`config.mk`:
```
export PLATFORM = sky130hd
export DESIGN_NAME = ibex_cheri_mem_exc_tracker
export DESIGN_NICKNAME = d
export VERILOG_FILES = /design/src/rtl/ibex_cheri_mem_exc_tracker.sv
export SDC_FILE = /design/constraint.sdc
export NUM_CORES = 1
export LEC_CHECK = 0
export CORE_UTILIZATION = 35
export CTS_CLUSTER_DIAMETER = 60
export DETAILED_ROUTE_END_ITERATION = 8
export PLACE_DENSITY = 0.62
export RECOVER_POWER = 50
export SKIP_CTS_REPAIR_TIMING = 1
export SLEW_MARGIN = 20
export SYNTH_ARGS = -nofsm -noshare
export SYNTH_HDL_FRONTEND = slang
export SYNTH_SLANG_ARGS = --single-unit
```
`constraint.sdc`:
```
create_clock -name clk_i -period 2 [get_ports clk_i]
set_clock_uncertainty 0.1 [all_clocks]
set_input_delay 0.4 -clock clk_i [delete_from_list [all_inputs] [get_ports clk_i]]
set_output_delay 0.4 -clock clk_i [all_outputs]
set_load 0.1 [all_outputs]
```
`src/rtl/ibex_cheri_mem_exc_tracker.sv`:
```
// Queues each granted data request's CHERI fault and releases it in order with the matching rvalid.
// Optional feature: define IBEX_CHERI_EXC_ADDR_EN to also queue and report the faulting address.
module ibex_cheri_mem_exc_tracker #(
  parameter int unsigned MaxOutstanding = 2,
  parameter int unsigned CheriExcWidth  = 6
) (
  input  logic                     clk_i,
  input  logic                     rst_ni,
  input  logic                     data_req_i,
  input  logic                     data_gnt_i,
  input  logic                     data_rvalid_i,
  input  logic                     data_first_access_i,
  input  logic [CheriExcWidth-1:0] exc_vec_i,
  input  logic [5:0]               auth_reg_i,
`ifdef IBEX_CHERI_EXC_ADDR_EN
  input  logic [31:0]              data_addr_i,
  output logic [31:0]              exc_addr_o,
`endif
  output logic                     req_o,
  output logic                     exc_valid_o,
  output logic [4:0]               exc_cause_o,
  output logic [5:0]               exc_reg_o,
  output logic                     busy_o
);

  // Bit positions of the individual violations within exc_vec_i.
  localparam int unsigned ExcTagIdx    = 0;
  localparam int unsigned ExcSealIdx   = 1;
  localparam int unsigned ExcExecIdx   = 2;
  localparam int unsigned ExcLoadIdx   = 3;
  localparam int unsigned ExcStoreIdx  = 4;
  localparam int unsigned ExcLengthIdx = 5;

  localparam int unsigned PtrW = (MaxOutstanding > 1) ? $clog2(MaxOutstanding) : 1;
  localparam int unsigned CntW = $clog2(MaxOutstanding + 1);

  typedef struct packed {
    logic       fault;
    logic [4:0] cause;
    logic [5:0] cap_reg;
  } entry_t;

  function automatic entry_t encode(input logic [CheriExcWidth-1:0] vec, input logic [5:0] auth);
    entry_t e;
    e = '0;
    e.fault = 1'b1;
    if (vec[ExcTagIdx])         e.cause = 5'h02;
    else if (vec[ExcSealIdx])   e.cause = 5'h03;
    else if (vec[ExcExecIdx])   e.cause = 5'h11;
    else if (vec[ExcLoadIdx])   e.cause = 5'h12;
    else if (vec[ExcStoreIdx])  e.cause = 5'h13;
    else if (vec[ExcLengthIdx]) e.cause = 5'h01;
    else                        e.fault = 1'b0;
    e.cap_reg = e.fault ? auth : 6'h00;
    return e;
  endfunction

  function automatic logic [PtrW-1:0] ptr_inc(input logic [PtrW-1:0] p);
    return (p == PtrW'(MaxOutstanding - 1)) ? '0 : p + PtrW'(1);
  endfunction

  entry_t            q_mem [MaxOutstanding];
  entry_t            sticky_q, entry_d, head;
  logic [PtrW-1:0]   wr_ptr_q, rd_ptr_q;
  logic [CntW-1:0]   count_q;
  logic              full, empty, push, pop;

  // Full comes straight from the count register, so a pop cannot reopen req_o in the same cycle.
  assign full    = (count_q == CntW'(MaxOutstanding));
  assign empty   = (count_q == '0);
  assign req_o   = data_req_i & ~full;
  assign push    = data_req_i & data_gnt_i & req_o;
  assign pop     = data_rvalid_i & ~empty;
  assign entry_d = data_first_access_i ? encode(exc_vec_i, auth_reg_i) : sticky_q;
  assign head    = q_mem[rd_ptr_q];

  always_ff @(posedge clk_i or negedge rst_ni) begin
    if (!rst_ni) begin
      wr_ptr_q <= '0;
      rd_ptr_q <= '0;
      count_q  <= '0;
      sticky_q <= '0;
    end else begin
      if (push) begin
        wr_ptr_q <= ptr_inc(wr_ptr_q);
        sticky_q <= entry_d;
      end
      if (pop) rd_ptr_q <= ptr_inc(rd_ptr_q);
      if (push && !pop)      count_q <= count_q + CntW'(1);
      else if (pop && !push) count_q <= count_q - CntW'(1);
    end
  end

  // Storage needs no reset: entries are only ever read while the count says they are valid.
  always_ff @(posedge clk_i) begin
    if (push) q_mem[wr_ptr_q] <= entry_d;
  end

  assign exc_valid_o = pop & head.fault;
  assign exc_cause_o = pop ? head.cause   : 5'h00;
  assign exc_reg_o   = pop ? head.cap_reg : 6'h00;
  assign busy_o      = ~empty;

`ifdef IBEX_CHERI_EXC_ADDR_EN
  logic [31:0] addr_mem [MaxOutstanding];
  logic [31:0] sticky_addr_q, addr_d;

  // Later parts of a split access report the address of the first part.
  assign addr_d = data_first_access_i ? data_addr_i : sticky_addr_q;

  always_ff @(posedge clk_i or negedge rst_ni) begin
    if (!rst_ni)   sticky_addr_q <= '0;
    else if (push) sticky_addr_q <= addr_d;
  end

  always_ff @(posedge clk_i) begin
    if (push) addr_mem[wr_ptr_q] <= addr_d;
  end

  assign exc_addr_o = exc_valid_o ? addr_mem[rd_ptr_q] : 32'h0;
`endif

endmodule

```
==> results.md <==
- Via count: 1138
- #FFs+latches synth: 40
- Sequential-to-total area share from yosys stat: 63.55%
- Final Hold Viols: 0
- Die footprint: 5328 sq um
- Min cycle time layout: 1.947 ns
- Chip width: 73.00 microns
- Critical Path RT: 1.50 ns
- Final period util: 97.34%
- Routability cong.: 0.8172
- RSZ-0062 raised after global routing: no
- Global route overflow: 0
- Clk pin slew, worst setup/hold paths: 0.07 ns
- Number of DRC markers in iteration 0: 15
- Largest net degree at the start of global routing: 17
- Syn Inst Count: 128
- DR vias/cell: 4.664
- Synth Warn #: 0
- First-pass GRT wire length: 5.133 mm
- Port bufs: 31
- Clk_lat worst skew: 0.29 ns
- Finished Core Util: 54.38%
- Final setup fails: 0
- Final WL: 3.318 mm
- CTS sink cnt: 40
- Clock power frac: 17.2%
- Gate power share: 50.9%
- Wire per inst: 13.60 microns
- Fmax: 513.7 MHz
- DP HPWL: 2.476 mm
- Min setup slack post-route: 0.05321 ns
- WP data arrival: 1.45 ns
- Final net count: 195
- Crit end category: output port
- CTS Buf Count: 5
- Clock tree buffer depth: 2
- Syn_area_per_cell: 13.78 sq um
- Switch Pwr: 1.506 mW
- Antenna violations before repair: 0
- Pre-antenna DRT Iters: 4
- DRC: 0
- Root buffer cell: clkbuf_8
- GRT Overall Usage: 13.39%
- Worst min-delay path category: reg2reg
- Initial Util: 36.86%
- Pre-CTS setup slack: -0.05053 ns
- Net Sw Frac: 40.89%
- Startpoint type of the worst setup path: register
- Die Ht: 73.00 microns
- PwrDens: 1415 nW/um^2
- Slew @ Worst Pin: 0.8911 ns
- Maximum vdd drop: 0.8916 mV
- Int Pwr: 2.177 mW
- Number of I/O pins: 32
- Seq pwr share: 31.9%
- Leak Pwr: 1.005 nW
- # Max-Cap Violations: 0
- Critical path class: reg2out
- Core area: 4786 sq um
- Fin cells: 244
- Post-Place Cells: 235
- Final Max Slew Viols: 0
- TritonCTS clock tree: built
- # diodes: 0
- Netlist cell types: 32
- Layout area overhead: 47.52%
- Final ANT Viol Nets: 0
- Slew headroom: 40.59%
- Std-Cell Rows: 25
- Net Count, Synth: 147
- Vias in the first global route: 1122
- TNS Setup: 0 ns
- Status: finished, final reports clean
- H-Tree Depth: 2
- Max FO, Critical Path: 7
- Power, Total: 3.684 mW
- FILL cells: 399
- Share of cells above drive strength 1: 27.12%
- Mapped cell area: 1764 sq um
-- power by group through the flow --
stage | clock network [mW] | registers, mW | logic (mW)
floorplan | 0 | 1.17 | 1.31
global placement | 0 | 1.18 | 1.86
detailed placement | 0 | 1.19 | 1.88
CTS | 0.648 | 1.17 | 1.89
global route | 0.678 | 1.19 | 1.96
finish | 0.635 | 1.17 | 1.88
-- cells in the mapped netlist --
cell type	count	share of area, %
edfxtp_1	24	41
dfrtp_1	16	23
nor2_1	16	3.4
mux2i_1	12	6.8
and2_1	10	3.5
a22o_1	6	3.0
a32o_1	6	3.4
buf_2	5	1.4
inv_1	3	0.64
xnor2_1	3	1.5
mux2_1	2	1.3
mux2_2	2	1.3
nor2b_1	2	0.71
o21ai_0	2	0.57
xor2_1	2	0.99
a21boi_0	1	0.43
a21oi_1	1	0.28
a2bb2oi_1	1	0.50
buf_6	1	0.64
ha_1	1	0.71
inv_2	1	0.21
nand2_1	1	0.21
nand2_2	1	0.35
nand2b_2	1	0.50
nand3_2	1	0.57
nand4_2	1	0.71
nor3b_1	1	0.43
nor4_2	1	0.71
o21bai_1	1	0.43
o2bb2ai_1	1	0.50
o31ai_1	1	0.43
or2_1	1	0.35
-- worst paths after layout --
path	slack, ns	end	startpoint	depth (start not counted)
min in group asynchronous	0.64	count_q[1]$_DFFE_PN0P_	rst_ni	2
min	0.39	sticky_q[9]$_DFFE_PN0P_	sticky_q[9]$_DFFE_PN0P_	1
max in group asynchronous	0.61	sticky_q[9]$_DFFE_PN0P_	rst_ni	2
max	0.05	exc_cause_o[2]	count_q[0]$_DFFE_PN0P_	4
max reg2reg	0.26	count_q[1]$_DFFE_PN0P_	count_q[0]$_DFFE_PN0P_	6
min reg2reg	0.39	sticky_q[9]$_DFFE_PN0P_	sticky_q[9]$_DFFE_PN0P_	1
-- layer usage --
| metal | vias to the layer above | share of wire (%) | wire length (microns) | global-route usage, % |
|---|---|---|---|---|
| met5 | - | 0 | 0 | 0 |
| met4 | 0 | 2.3 | 76 | 7.190 |
| met3 | 7 | 2.6 | 86 | 3.315 |
| met2 | 21 | 57 | 1876 | 24.49 |
| met1 | 544 | 39 | 1278 | 14.01 |
| li1 | 566 | - | - | - |
-- logic make-up after synthesis --
group | count (synthesis) | share of synthesized area, %
adder cells (fa/ha/maj) | 1 | 0.7091
AO/OA/AOI/OAI | 20 | 9.504
flip-flops | 40 | 63.55
multiplexers | 16 | 9.362
buffers and inverters | 10 | 2.907
XOR/XNOR | 5 | 2.483
AND/OR/NAND/NOR | 36 | 11.49
-- per-stage QoR --
step	hold WS (ns)	cell area [sq um]
after global placement	0.3644	2509
after floorplan	0.004409	1888
after CTS	0.3231	2616
after global routing	0.4096	2603
final	0.3875	2603
after detailed placement	0.3717	2509
-- worst max-delay path: stages (launching register included) --
cell,delay (ns)
dfrtp_1,0.42
or2_4,0.34
nand2_8,0.16
nor2_4,0.06
buf_12,0.17
-- layout by cell type, fill, tap and decap left out, types with 2 or more instances in the layout --
| cell | count |
|---|---|
| a22o_1 | 6 |
| a32o_1 | 6 |
| and2_1 | 9 |
| buf_12 | 16 |
| buf_4 | 6 |
| clkbuf_1 | 7 |
| clkbuf_8 | 5 |
| clkdlybuf4s50_1 | 13 |
| dfrtp_1 | 16 |
| dlygate4sd3_1 | 3 |
| edfxtp_1 | 24 |
| inv_1 | 4 |
| mux2_1 | 4 |
| mux2i_1 | 12 |
| nand2_8 | 2 |
| nor2_1 | 4 |
| nor2_4 | 12 |
| nor2b_1 | 2 |
| o21ai_0 | 2 |
| xnor2_1 | 3 |
| xor2_1 | 2 |
-- state kept, by name, summed over array words and instances (netlist names) --
| signal | count |
|---|---|
| q_mem | 24 |
| sticky_q | 12 |
| count_q | 2 |
| rd_ptr_q | 1 |
| wr_ptr_q | 1 |
-- area by class of cell --
type                       count  area, sq um  area share [%]
clock inverter                 2        35.03           1.346
tap                           67        83.83           3.221
clock buffer                   6        72.57           2.788
multi-input combinational     79        709.4           27.26
sequential                    40         1121           43.08
inverter                       4        15.01          0.5769
timing repair buffer          46        565.5           21.73
Power figures use the tool's default switching activity.
